$ cat src/rtl/pwm_multi_pkg.sv
// Shared constants and types for the multi-channel PWM generator.
// Register map: period at ADDR_PERIOD, channel duties from ADDR_DUTY_BASE,
// mode register directly after the last duty register.
package pwm_multi_pkg;

   localparam int unsigned ADDR_PERIOD    = 32'd0;
   localparam int unsigned ADDR_DUTY_BASE = 32'd1;

   typedef enum logic {
      PWM_EDGE   = 1'b0,
      PWM_CENTER = 1'b1
   } pwm_mode_e;

   // Address of the mode register for a build with ch channels.
   function automatic int unsigned mode_addr(input int unsigned ch);
      return ch + 32'd1;
   endfunction

endpackage

$ cat src/rtl/pwm_channel.sv
// One PWM channel: shadow/active duty pair and the registered compare output.
// The shadow takes writes at any time; the active duty only changes on load,
// which the top raises at a period boundary or while the generator is disabled.
module pwm_channel
   import pwm_multi_pkg::*;
#(
   parameter int unsigned CNT_W    = 16,
   parameter int unsigned DUTY_RST = 3
) (
   input  logic             clk,
   input  logic             n_reset,
   input  logic             en,
   input  logic             wr_sel,
   input  logic [CNT_W-1:0] wr_data,
   input  logic             load,
   input  logic [CNT_W-1:0] cnt,
   output logic             pwm
);

   localparam logic [CNT_W-1:0] DUTY_INIT = CNT_W'(DUTY_RST);

   logic [CNT_W-1:0] duty_sh;
   logic [CNT_W-1:0] duty_act;
   logic             pwm_nxt;

   // Compare: high while the shared counter is below the active duty.
   always_comb begin
      pwm_nxt = 1'b0;
      if (en && (cnt < duty_act)) begin
         pwm_nxt = 1'b1;
      end else begin
         pwm_nxt = 1'b0;
      end
   end

   // Shadow duty takes writes; active duty follows the shadow on load.
   always_ff @(posedge clk or negedge n_reset) begin
      if (!n_reset) begin
         duty_sh  <= DUTY_INIT;
         duty_act <= DUTY_INIT;
      end else begin
         if (wr_sel) begin
            duty_sh <= wr_data;
         end
         if (load) begin
            duty_act <= duty_sh;
         end
      end
   end

   // Output register keeps the pin glitch-free.
   always_ff @(posedge clk or negedge n_reset) begin
      if (!n_reset) begin
         pwm <= 1'b0;
      end else begin
         pwm <= pwm_nxt;
      end
   end

endmodule

$ cat src/rtl/pwm_multi.sv
// Multi-channel PWM generator with one shared period counter.
// Optional macro PWM_CENTER_ALIGN_EN adds a center-aligned (up/down) mode
// selected through the mode register; without it the mode register address
// is ignored and only edge-aligned counting exists.
module pwm_multi
   import pwm_multi_pkg::*;
#(
   parameter int unsigned CH         = 4,
   parameter int unsigned CNT_W      = 16,
   parameter int unsigned PERIOD_RST = 10,
   parameter int unsigned DUTY_RST   = 3
) (
   input  logic                      clk,
   input  logic                      n_reset,
   input  logic                      en,
   input  logic                      wr_en,
   input  logic [$clog2(CH+2)-1:0]   wr_addr,
   input  logic [CNT_W-1:0]          wr_data,
   output logic [CH-1:0]             pwm_out,
   output logic                      sync
);

   localparam int unsigned      AW          = $clog2(CH + 2);
   localparam logic [CNT_W-1:0] ZERO        = CNT_W'(32'd0);
   localparam logic [CNT_W-1:0] ONE         = CNT_W'(32'd1);
   localparam logic [CNT_W-1:0] PERIOD_INIT = CNT_W'(PERIOD_RST);

   logic [CNT_W-1:0] cnt;
   logic [CNT_W-1:0] cnt_nxt;
   logic [CNT_W-1:0] period_sh;
   logic [CNT_W-1:0] period_act;
   logic [CNT_W-1:0] period_eff;
   logic [CNT_W-1:0] last;
   logic             boundary;
   logic             load;
   logic             sync_nxt;

`ifdef PWM_CENTER_ALIGN_EN
   pwm_mode_e        mode_sh;
   pwm_mode_e        mode_act;
   logic             dir_down;
   logic             dir_down_nxt;
`endif

   // A zero period behaves as a one-clock period; last is the top count.
   always_comb begin
      period_eff = ONE;
      if (period_act == ZERO) begin
         period_eff = ONE;
      end else begin
         period_eff = period_act;
      end
      last = period_eff - ONE;
   end

   // Next counter value, boundary detection and sync request.
   always_comb begin
      cnt_nxt  = cnt;
      boundary = 1'b0;
      sync_nxt = 1'b0;
`ifdef PWM_CENTER_ALIGN_EN
      dir_down_nxt = dir_down;
`endif
      if (!en) begin
         cnt_nxt = ZERO;
`ifdef PWM_CENTER_ALIGN_EN
         dir_down_nxt = 1'b0;
`endif
      end else begin
`ifdef PWM_CENTER_ALIGN_EN
         // Zero is visited twice in center mode; only the up phase syncs.
         sync_nxt = (cnt == ZERO) && !dir_down;
         case (mode_act)
            PWM_CENTER: begin
               if (!dir_down) begin
                  if (cnt == last) begin
                     dir_down_nxt = 1'b1;
                  end else begin
                     cnt_nxt = cnt + ONE;
                  end
               end else begin
                  if (cnt == ZERO) begin
                     boundary     = 1'b1;
                     dir_down_nxt = 1'b0;
                  end else begin
                     cnt_nxt = cnt - ONE;
                  end
               end
            end
            default: begin
               dir_down_nxt = 1'b0;
               if (cnt == last) begin
                  boundary = 1'b1;
                  cnt_nxt  = ZERO;
               end else begin
                  cnt_nxt = cnt + ONE;
               end
            end
         endcase
`else
         sync_nxt = (cnt == ZERO);
         if (cnt == last) begin
            boundary = 1'b1;
            cnt_nxt  = ZERO;
         end else begin
            cnt_nxt = cnt + ONE;
         end
`endif
      end
   end

   // While disabled the active set tracks the shadows every cycle.
   assign load = !en || boundary;

   // Shared counter, direction flag and registered sync pulse.
   always_ff @(posedge clk or negedge n_reset) begin
      if (!n_reset) begin
         cnt  <= ZERO;
         sync <= 1'b0;
`ifdef PWM_CENTER_ALIGN_EN
         dir_down <= 1'b0;
`endif
      end else begin
         cnt  <= cnt_nxt;
         sync <= sync_nxt;
`ifdef PWM_CENTER_ALIGN_EN
         dir_down <= dir_down_nxt;
`endif
      end
   end

   // Period and mode shadow registers, transferred to active on load.
   always_ff @(posedge clk or negedge n_reset) begin
      if (!n_reset) begin
         period_sh  <= PERIOD_INIT;
         period_act <= PERIOD_INIT;
`ifdef PWM_CENTER_ALIGN_EN
         mode_sh    <= PWM_EDGE;
         mode_act   <= PWM_EDGE;
`endif
      end else begin
         if (wr_en && (wr_addr == AW'(ADDR_PERIOD))) begin
            period_sh <= wr_data;
         end
         if (load) begin
            period_act <= period_sh;
         end
`ifdef PWM_CENTER_ALIGN_EN
         if (wr_en && (wr_addr == AW'(mode_addr(CH)))) begin
            mode_sh <= pwm_mode_e'(wr_data[0]);
         end
         if (load) begin
            mode_act <= mode_sh;
         end
`endif
      end
   end

   // One compare channel per output bit.
   for (genvar i = 0; i < CH; i++) begin : g_ch
      logic wr_sel;
      assign wr_sel = wr_en && (wr_addr == AW'(ADDR_DUTY_BASE + i));

      pwm_channel #(
         .CNT_W    (CNT_W),
         .DUTY_RST (DUTY_RST)
      ) u_channel (
         .clk     (clk),
         .n_reset (n_reset),
         .en      (en),
         .wr_sel  (wr_sel),
         .wr_data (wr_data),
         .load    (load),
         .cnt     (cnt),
         .pwm     (pwm_out[i])
      );
   end

endmodule
$ cat config.mk
export PLATFORM = sky130hd
export DESIGN_NAME = pwm_multi
export DESIGN_NICKNAME = d
export VERILOG_FILES = /design/src/rtl/pwm_multi_pkg.sv /design/src/rtl/pwm_channel.sv /design/src/rtl/pwm_multi.sv
export SDC_FILE = /design/constraint.sdc
export NUM_CORES = 1
export LEC_CHECK = 0
export ABC_CLOCK_PERIOD_IN_PS = 4000
export CAP_MARGIN = 5
export CORE_UTILIZATION = 55
export DETAILED_ROUTE_END_ITERATION = 6
export PLACE_DENSITY = 0.75
export REMOVE_ABC_BUFFERS = 1
export SYNTH_ARGS = -nofsm -noshare
export SYNTH_HDL_FRONTEND = slang
export SYNTH_SLANG_ARGS = --single-unit
$ cat constraint.sdc
create_clock -name clk -period 4 [get_ports clk]
set_input_delay 0.8 -clock clk [delete_from_list [all_inputs] [get_ports clk]]
set_output_delay 0.8 -clock clk [all_outputs]
set_load 0.01 [all_outputs]
=== Word level (Yosys, flattened, before mapping) ===
Cells that the tools add are included.

* $add $sub $neg: 2
* Magnitude comparators: 4
* Eq/ne operators: 5
* Muxes and demuxes: 10
* Reductions and logical operators: 14

{| class="wikitable"
|+ Operators with widths
! cell !! count
|-
| $lt 16x16->1 || 4
|-
| $mux 16 || 3
|-
| $logic_not 16->1 || 2
|-
| $add 16x1->16 const B || 1
|-
| $eq 16x16->1 || 1
|-
| $sub 16x1->16 const B || 1
|-
| $logic_and 1x1->1 || 9
|-
| $mux 1 || 7
|-
| $eq 3x2->1 const B || 2
|-
| $eq 3x1->1 const B || 1
|-
| $eq 3x3->1 const B || 1
|-
| $logic_not 3->1 || 1
|-
| $logic_not 1->1 || 1
|-
| $logic_or 1x1->1 || 1
|}

* Bits in registers: 181
* Input bits: 23
* Output and inout port bits: 5

=== Depth between registers and ports, before layout ===
Gate-level depths: netlist of the first run.

* Depth after elaboration: 7
* Depth in mapped cells: 16
* Depth with buffers taken out: 11

=== Cells and area by module ===
From an unflattened synthesis of the first run, not the netlist that was laid out.

* Cell total of the unflattened synthesis: 800
* Area total of the unflattened synthesis: 8,949.8 um^2

{| class="wikitable"
|+ Modules (own cells, without submodules)
! module !! instances !! cells each !! area an instance (um^2)
|-
| pwm_channel || 4 || 137 || 1,554.0
|-
| pwm_multi || 1 || 252 || 2,733.9
|}

=== Worst setup path after synthesis of the first run ===
OpenSTA, ideal clock, no wires.

* Kind: register to register
* Start: reg period_act[3]
* End: reg g_ch[1].u_channel.duty_act[10]
* Data arrival time: 3.836 ns
* Data required time: 3.873 ns
* Setup slack: 0.037 ns
* Cell stages (with the launch flop): 15
* Buffers on the path: 3
* Cell sequence: dfstp_2 or4_1 clkbuf_1 nor3_1 a21oi_1 ha_1 or4b_2 or4_1 a21oi_1 o21ai_1 o2bb2ai_1 o41ai_4 buf_4 buf_6 mux2_1

* Cells in the longest elaborated chain, start to end: 7

{| class="wikitable"
|+ RTL lines
! item !! RTL line !! RTL
|-
| from (decl) || pwm_multi.sv:31 || <nowiki>logic [CNT_W-1:0] period_act;</nowiki>
|-
| from (signal assigned) || pwm_multi.sv:146 || <nowiki>period_act <= period_sh;</nowiki>
|-
| $logic_not 16->1 || pwm_multi.sv:48 || <nowiki>if (period_act == ZERO) begin</nowiki>
|-
| $mux 16 (*) || pwm_multi.sv:48 ||
|-
| $sub 16x1->16 (*) || pwm_multi.sv:53 || <nowiki>last = period_eff - ONE;</nowiki>
|-
| $eq 16x16->1 (*) || pwm_multi.sv:102 || <nowiki>if (cnt == last) begin</nowiki>
|-
| $mux 1 (*) || pwm_multi.sv:102 ||
|-
| $mux 1 (*) || pwm_multi.sv:64 || <nowiki>if (!en) begin</nowiki>
|-
| $logic_or 1x1->1 (*) || pwm_multi.sv:113 || <nowiki>assign load = !en || boundary;</nowiki>
|-
| to (signal assigned) || pwm_channel.sv:46 || <nowiki>duty_act <= duty_sh;</nowiki>
|-
| to (decl) || pwm_channel.sv:23 || <nowiki>logic [CNT_W-1:0] duty_act;</nowiki>
|}

Mark *: on every way between the ends. The rest lies on a longest branch, timed or not.
A chain may end at the register's enable or synchronous reset.

=== Final worst setup path of the first run ===
* Start: reg period_act[3]
* End: reg g_ch[0].u_channel.duty_act[8]

* Cells in the longest elaborated chain, start to end: 7

{| class="wikitable"
|+ RTL lines
! item !! RTL line
|-
| $logic_not 16->1 || pwm_multi.sv:48
|-
| $mux 16 (*) || pwm_multi.sv:48
|-
| $sub 16x1->16 (*) || pwm_multi.sv:53
|-
| $eq 16x16->1 (*) || pwm_multi.sv:102
|-
| $mux 1 (*) || pwm_multi.sv:102
|-
| $mux 1 (*) || pwm_multi.sv:64
|-
| $logic_or 1x1->1 (*) || pwm_multi.sv:113
|-
| to (signal assigned) || pwm_channel.sv:46
|-
| to (decl) || pwm_channel.sv:23
|}

Marks and branches as above.

==> impl_metrics.py, run 1 <==
metrics = {
    "drt": {
        "drt-total-wl_um": 19000,
        "dr.first_iter.drc_count": 294,
        "postRouteAntennaNets": 0,
        "wl_per_cell_um": 19.0,
        "route.detailed.drc": 0,
        "vias_per_cell": 5.61,
        "num_vias": 5599,
        "drt-pass1-iter-count": 4,
    },
    "timing": {
        "finalCritPeriodShare": 0.948,
        "tightest_slew_ps": 1010,
        "fmax_ghz": 0.264,
        "setup_viol": 0,
        "slew_violations": 0,
        "hold_violations": 0,
        "fin_worst_skew_ps": 10.9,
        "max-slew-margin-rel": 0.322,
        "setup_slack_ps": 208,
        "min_period_ps": 3790,
        "rsz0062_at_grt": "no",
        "final.setup.tns_ps": 0,
    },
    "yosys": {
        "synthFlopType": "dfrtp_1",
        "ys_seq_area_frac": 0.506,
        "synth_top_cell_area_share": 0.448,
        "synth_seq_cells": 181,
        "yosys_warnings": 0,
        "synth_edf_count": 0,
        "yosys.cell_count.top_type": "dfrtp_1",
        "synth_top_area_cell": "dfrtp_1",
        "avgSynthCellArea_um2": 12.4,
        "syn_area_um2": 8990,
        "ys_types": 49,
        "async_flop_share": 1.00,
        "synthTopCellsByArea": "dfrtp_1 (45%), mux2_2 (17%), ha_1 (8.8%), dfstp_2 (5.8%), inv_1 (3.0%)",
        "syn_inst": 725,
        "synth_common_cells": "dfrtp_1 (161), mux2_2 (137), inv_1 (71)",
    },
    "outcome": {
        "status": "finished, final reports clean",
    },
    "hold_path": {
        "worstHoldPathType": "input port to async pin",
    },
    "critical_path": {
        "start_kind": "register",
        "cp.required_ps": 4310,
        "critPathMaxStageDelay_ps": 620,
        "r2r_slack_ps": 210,
        "cp-end-kind": "register",
        "worstPathMaxFanout": 17,
        "crit_type": "register to register",
        "crit_slowest_cell": "or4b_2",
        "path_delay_family": "simple AND/OR/NAND/NOR gates",
        "arrival_ps": 4100,
        "path_common_cell": "nor3_1",
        "path_buf_inv": 3,
        "path_cells": "or4_1 -> nor3_1 -> a21oi_2 -> ha_1 -> or4b_2 -> buf_4 -> nor3_1 -> a21oi_1 -> nor3_2 -> o211ai_1 -> o41ai_4 -> buf_6 -> buf_12 -> mux2_2",
    },
    "global_route": {
        "overflow": 0,
        "antenna_found_initial": 0,
        "grt_pass1_vias": 5963,
        "grt_max_degree": 61,
        "grt_pass1_wl_um": 30800,
        "grt_use_total": 0.244,
    },
    "placement": {
        "post-place-cells": 964,
        "gp_congestion": 0.937,
        "portBuffers": 27,
        "dp_slack_ps": 26.2,
        "dpl.hpwl_um": 13000,
    },
    "power": {
        "peakVddDrop_mv": 0.330,
        "leakagePower_uw": 0.00479,
        "power_density_nw_per_um2": 504,
    },
    "die": {
        "die_area_um2": 16900,
        "fp.dieH_um": 130,
        "ioPinCount": 28,
        "start_util": 0.564,
        "die_x_um": 130,
        "rows": 46,
        "fp.coreArea_um2": 15900,
    },
    "cts": {
        "clock-sinks": 181,
        "cts_inserted_buffers": 17,
        "hold_buffers": 0,
        "clock_latency_ps": 430,
        "htree_levels": 4,
        "cts_setup_buffers": 0,
        "cts_tree": "yes",
        "path_clk_slew_ps": 60,
        "clk_path_buf_depth": 2,
        "cts_root_buf": "clkbuf_16",
    },
    "cells_and_area": {
        "nNetsFinal": 855,
        "fin_cells": 998,
        "drive_above_1_share": 0.289,
        "diodes": 0,
        "area_growth_pct": 14.0,
        "fill_cells": 1249,
    },
    "job": {
        "cap_viol_max_count": 0,
    },
}
-- timing repair --
item | 4_1_cts | 5_1_grt
gates resized for setup | 0 | 5
endpoints found under the setup margin | 0 | 80
hold endpoints to repair | 0 | 0
-- sequential cells by signal (all words and copies together), names as in the netlist --
| signal | cells |
|---|---|
| cnt | 16 |
| g_ch.u_channel.duty_sh | 64 |
| period_act | 16 |
| g_ch.u_channel.duty_act | 64 |
| g_ch.u_channel.pwm | 4 |
| sync | 1 |
| period_sh | 16 |
-- cells in the final DEF (no fill, tap or decap), types with 20 or more instances in the layout --
cell type / n
dfrtp_1: 161
mux2_2: 137
inv_1: 71
ha_1: 63
nor2_1: 26
clkdlybuf4s50_1: 26
nand2_1: 25
mux2_1: 23
a21o_1: 20
dfstp_2: 20
-- per-stage QoR --
step                 util  instance area [um2]  power, uW  hold WS (ps)
floorplan               -                 8830       3210           458
global placement    0.605                 9640       3550           466
detailed placement  0.605                 9640       3630           476
CTS                 0.639                10200       5190           351
global route        0.643                10300       5460           372
finish              0.643                10300       5160           334
-- cells by family after synthesis --
group / count (synthesis) / share of synthesized area
simple gates: 120 / 0.0712
compound gates: 67 / 0.0538
fa+ha+maj: 63 / 0.0877
xor+xnor: 32 / 0.0312
flops: 181 / 0.506
buf+inv: 101 / 0.0481
mux: 161 / 0.201
-- power breakdown --
group	switching, uW	total, uW	internal [uW]
clock	701	1550	847
combinational	511	1100	590
sequential	245	2520	2270
-- routing by layer --
metal | track usage | up-vias | wire length [um]
met1 | 0.312 | 2860 | 8470
met3 | 0.0574 | 30 | 486
met4 | 0.0807 | 0 | 392
met5 | 0 | - | 0
met2 | 0.408 | 85 | 9620
li1 | - | 2624 | -
-- cell type report --
cell class                      count  area [um2]  area share
Inverter                           71         267      0.0260
Multi-Input combinational cell    443        4030       0.393
Tap cell                          216         270      0.0264
Timing Repair Buffer               55         587      0.0572
Clock inverter                     10        75.1     0.00732
Clock buffer                       22         474      0.0462
Sequential cell                   181        4550       0.444
-- worst paths after layout --
kind	endpoint	start	depth (start not counted)
max	g_ch[0].u_channel.duty_act[8]	period_act[3]	14
min	g_ch[0].u_channel.duty_act[4]	n_reset	1
max reg2reg	g_ch[0].u_channel.duty_act[8]	period_act[3]	14
min reg2reg	g_ch[1].u_channel.duty_act[12]	g_ch[1].u_channel.duty_act[12]	1
max in group asynchronous	g_ch[1].u_channel.duty_sh[1]	n_reset	2
min in group clk	g_ch[1].u_channel.duty_act[12]	g_ch[1].u_channel.duty_act[12]	1
Power figures use the tool's default switching activity.
==> run 2, diff against run 1 <==
Settings changed: CORE_MARGIN set to 3.
==> impl_metrics.py, run 2 (synthesis results as in run 1) <==
metrics = {
    "drt": {
        "wl_per_cell_um": 19.0,
        "vias_per_cell": 5.62,
        "num_vias": 5621,
        "drt-total-wl_um": 19000,
        "route.detailed.drc": 0,
        "dr.first_iter.drc_count": 322,
        "postRouteAntennaNets": 0,
        "drt-pass1-iter-count": 4,
    },
    "critical_path": {
        "cp.required_ps": 4320,
        "arrival_ps": 4230,
        "cp-end-kind": "register",
        "start_kind": "register",
        "worstPathMaxFanout": 8,
        "crit_type": "register to register",
    },
    "timing": {
        "max-slew-margin-rel": 0.515,
        "min_period_ps": 3910,
        "fin_worst_skew_ps": 7.31,
        "slew_violations": 0,
        "fmax_ghz": 0.256,
        "finalCritPeriodShare": 0.978,
        "tightest_slew_ps": 727,
        "hold_violations": 0,
        "setup_viol": 0,
    },
    "cells_and_area": {
        "drive_above_1_share": 0.294,
        "area_growth_pct": 15.4,
        "nNetsFinal": 858,
        "layout_commonest_cell": "dfrtp_1",
        "reg_top3": "g_ch.u_channel.duty_act x64, g_ch.u_channel.duty_sh x64",
        "fin_cells": 1001,
        "final_cell_mix": "dfrtp_1 (161), mux2_2 (137), inv_1 (71)",
        "fill_cells": 1193,
        "diodes": 0,
    },
    "cts": {
        "cts_root_buf": "clkbuf_16",
        "cts_inserted_buffers": 17,
        "cts_tree": "yes",
        "path_clk_slew_ps": 70,
        "clk_path_buf_depth": 2,
        "clock_latency_ps": 430,
        "clock-sinks": 181,
        "htree_levels": 4,
        "hold_buffers": 0,
    },
    "global_route": {
        "grt_pass1_wl_um": 31400,
        "grt_pass1_vias": 6015,
        "grt_use_total": 0.223,
        "grt_max_degree": 77,
        "overflow": 0,
        "antenna_found_initial": 0,
    },
    "placement": {
        "post-place-cells": 960,
        "dpl.hpwl_um": 12700,
        "portBuffers": 27,
        "gp_congestion": 0.887,
    },
    "power": {
        "power_density_nw_per_um2": 513,
        "leakagePower_uw": 0.00485,
        "peakVddDrop_mv": 0.341,
        "p_total_uw": 5320,
    },
    "die": {
        "ioPinCount": 28,
        "start_util": 0.564,
        "rows": 46,
        "die_x_um": 134,
        "fp.coreArea_um2": 15900,
        "fp.dieH_um": 134,
        "die_area_um2": 17900,
    },
    "job": {
        "cap_viol_max_count": 0,
    },
    "hold_path": {
        "worstHoldPathType": "input port to async pin",
    },
    "outcome": {
        "status": "finished, final reports clean",
    },
}
run 2: changes by cell type in the layout (fill, tap and decap cells not counted), sizes merged:
cell,change
bufinv,+2
clkinvlp,-1
buf,+1
clkbuf,+2
clkinv,-3
inv,+2
run 2: stage by stage:
stage	hold slack [ps]	TNS (ps)	utilization	cell area (um2)	setup WS, ps
after floorplan	458	-216710	-	8830	-2320
after global placement	467	0	0.603	9610	147
after detailed placement	475	0	0.603	9610	3.13
after CTS	407	0	0.641	10200	57.4
after global routing	435	-1760	0.651	10400	-57.8
final	372	0	0.651	10400	87.2
run 2: critical path: stages, from the launching register on:
cell and delay [ps]:
dfstp_2 570, or4_1 140, nor3_1 60, a21oi_2 200, ha_2 210, or4b_2 610, buf_4 180, o311ai_0 400
o211ai_1 230, o41ai_4 420, buf_6 240, clkbuf_16 190, mux2_2 340
run 2: metal layers:
metal | vias to the layer above | track usage | wire length [um]
met2 | 83 | 0.380 | 9640
met4 | 0 | 0.0600 | 283
met3 | 23 | 0.0443 | 506
met1 | 2886 | 0.294 | 8610
met5 | - | 0 | 0
li1 | 2629 | - | -
run 2: worst paths after layout:
check | from | to | slack, ps | cells after the start
setup / recovery | period_act[1] | g_ch[0].u_channel.duty_act[4] | 90 | 12
hold / removal | n_reset | g_ch[3].u_channel.duty_act[15] | 370 | 1
setup reg to reg | period_act[1] | g_ch[0].u_channel.duty_act[4] | 90 | 12
hold reg to reg | g_ch[1].u_channel.duty_act[12] | g_ch[1].u_channel.duty_act[12] | 490 | 1
max in group asynchronous | n_reset | g_ch[3].u_channel.duty_act[11] | 2660 | 2
min in group clk | g_ch[1].u_channel.duty_act[12] | g_ch[1].u_channel.duty_act[12] | 490 | 1
run 2: layout make-up:
cell class	instances	area, um2	share of cell area
clock buffer	22	484	0.0467
inverter	71	267	0.0257
multi-input combinational	443	4030	0.388
clock inverter	10	119	0.0115
sequential	181	4550	0.439
timing repair buffer	58	652	0.0628
tap	216	270	0.0260
run 2: power breakdown:
group	total (uW)	switching [uW]	leakage (uW)	internal, uW
Sequential	2520	253	0.00217	2270
Clock	1700	709	0.000290	991
Combinational	1100	507	0.00239	594
Total	5320	1470	0.00485	3860
run 2: repair_timing:
item / CTS / global route
resized for setup: 1 / 4
cloned: 0 / 5
pin swaps: 1 / 4
setup buffers: 0 / 4
setup endpoints to repair: 34 / 77
==> variant (settings of run 2) <==
Add an input register stage for `en`, without a reset; this delays it by one clock. The other inputs are not delayed to match.
--- a/src/rtl/pwm_multi.sv
+++ b/src/rtl/pwm_multi.sv
@@ -24,6 +24,12 @@
    localparam logic [CNT_W-1:0] ZERO        = CNT_W'(32'd0);
    localparam logic [CNT_W-1:0] ONE         = CNT_W'(32'd1);
    localparam logic [CNT_W-1:0] PERIOD_INIT = CNT_W'(PERIOD_RST);
+
+   logic en_q;
+
+   always_ff @(posedge clk) begin
+      en_q <= en;
+   end
 
    logic [CNT_W-1:0] cnt;
    logic [CNT_W-1:0] cnt_nxt;
@@ -61,7 +67,7 @@
 `ifdef PWM_CENTER_ALIGN_EN
       dir_down_nxt = dir_down;
 `endif
-      if (!en) begin
+      if (!en_q) begin
          cnt_nxt = ZERO;
 `ifdef PWM_CENTER_ALIGN_EN
          dir_down_nxt = 1'b0;
@@ -110,7 +116,7 @@
    end
 
    // While disabled the active set tracks the shadows every cycle.
-   assign load = !en || boundary;
+   assign load = !en_q || boundary;
 
    // Shared counter, direction flag and registered sync pulse.
    always_ff @(posedge clk or negedge n_reset) begin
@@ -167,7 +173,7 @@
       ) u_channel (
          .clk     (clk),
          .n_reset (n_reset),
-         .en      (en),
+         .en      (en_q),
          .wr_sel  (wr_sel),
          .wr_data (wr_data),
          .load    (load),
Behaviour: not the same (Yosys sat finds a counterexample within 4 cycles, from zero or initial values and one cycle with n_reset low).
==> variant against run 2 <==
Cell count increased by 0.20%; core utilization is 0.23 points lower; wire length about the same; synthesized area up 0.22%; final area decreased by 0.35%; worst setup slack gained 0.086 ns; sequential cell count grew 1; power increased by 1.4%; largest power group unchanged.
==> variant: results <==
metrics = {
    "worst_setup_path": {
        "reg2reg_depth": 13,
        "cpLargestDelayFamily": "simple AND/OR/NAND/NOR gates",
        "cp_max_fo": 12,
    },
    "logic_synthesis": {
        "synthMuxAreaShare_pct": 20.10,
        "synth_fa_ha_area_share_pct": 8.746,
        "synth.distinct_cells": 50,
        "syn_area_um2": 9012,
        "synth-compound-area-share_pct": 5.373,
        "ys_seq_area_share_pct": 50.76,
    },
    "power": {
        "clkPwrFrac_pct": 32.5,
        "ir_worst_vdd_mv": 0.4495,
        "swShare_pct": 27.69,
        "power.leakage_nw": 4.842,
    },
    "finish": {
        "nonClkBufAreaFrac_pct": 5.519,
        "clkbuf_count": 19,
        "fillCellCount": 1184,
        "multi_input_area_um2": 4036,
        "seq_share_pct": 44.25,
        "buffers": 59,
        "drive_gt1_share_pct": 29.73,
    },
    "global_route": {
        "track_usage_pct": 22.19,
        "grt_max_degree": 88,
        "use_met2_pct": 36.86,
        "grt_pass1_wl_mm": 31.31,
    },
    "sta": {
        "clock-skew-final_ns": 0.01045,
        "slew_headroom_pct": 38.28,
    },
    "status": {
        "status": "finished clean",
    },
    "detailed_routing": {
        "drtIter0Drc": 377,
    },
}
variant: worst min path at each step:
stage	endpoint	slack, ns	cells past startpoint
after global routing	g_ch[2].u_channel.duty_act[15]	0.49	1
final	g_ch[2].u_channel.duty_sh[15]	0.43	1
after global placement	g_ch[1].u_channel.duty_act[5]	0.47	1
after floorplan	g_ch[1].u_channel.duty_act[10]	0.46	1
after CTS	g_ch[3].u_channel.pwm	0.46	1
after detailed placement	g_ch[2].u_channel.duty_act[14]	0.48	1
variant: repair_timing:
action	in CTS	in global routing
pin swaps	1	4
endpoints found under the setup margin	4	80
buffers inserted	0	2
resized for setup	0	7
hold buffers	0	0
cloned	0	1
endpoints found under the hold margin	0	0
variant: worst reg2reg max path, delay by kind of cell, from the launching register on:
family | cells | cell delay [ns]
and+or+nand+nor | 4 | 1.22
AOI/OAI and AO/OA | 5 | 0.99
DFF | 1 | 0.55
buffers and inverters | 2 | 0.38
muxes | 1 | 0.35
adders and majority gates | 1 | 0.23
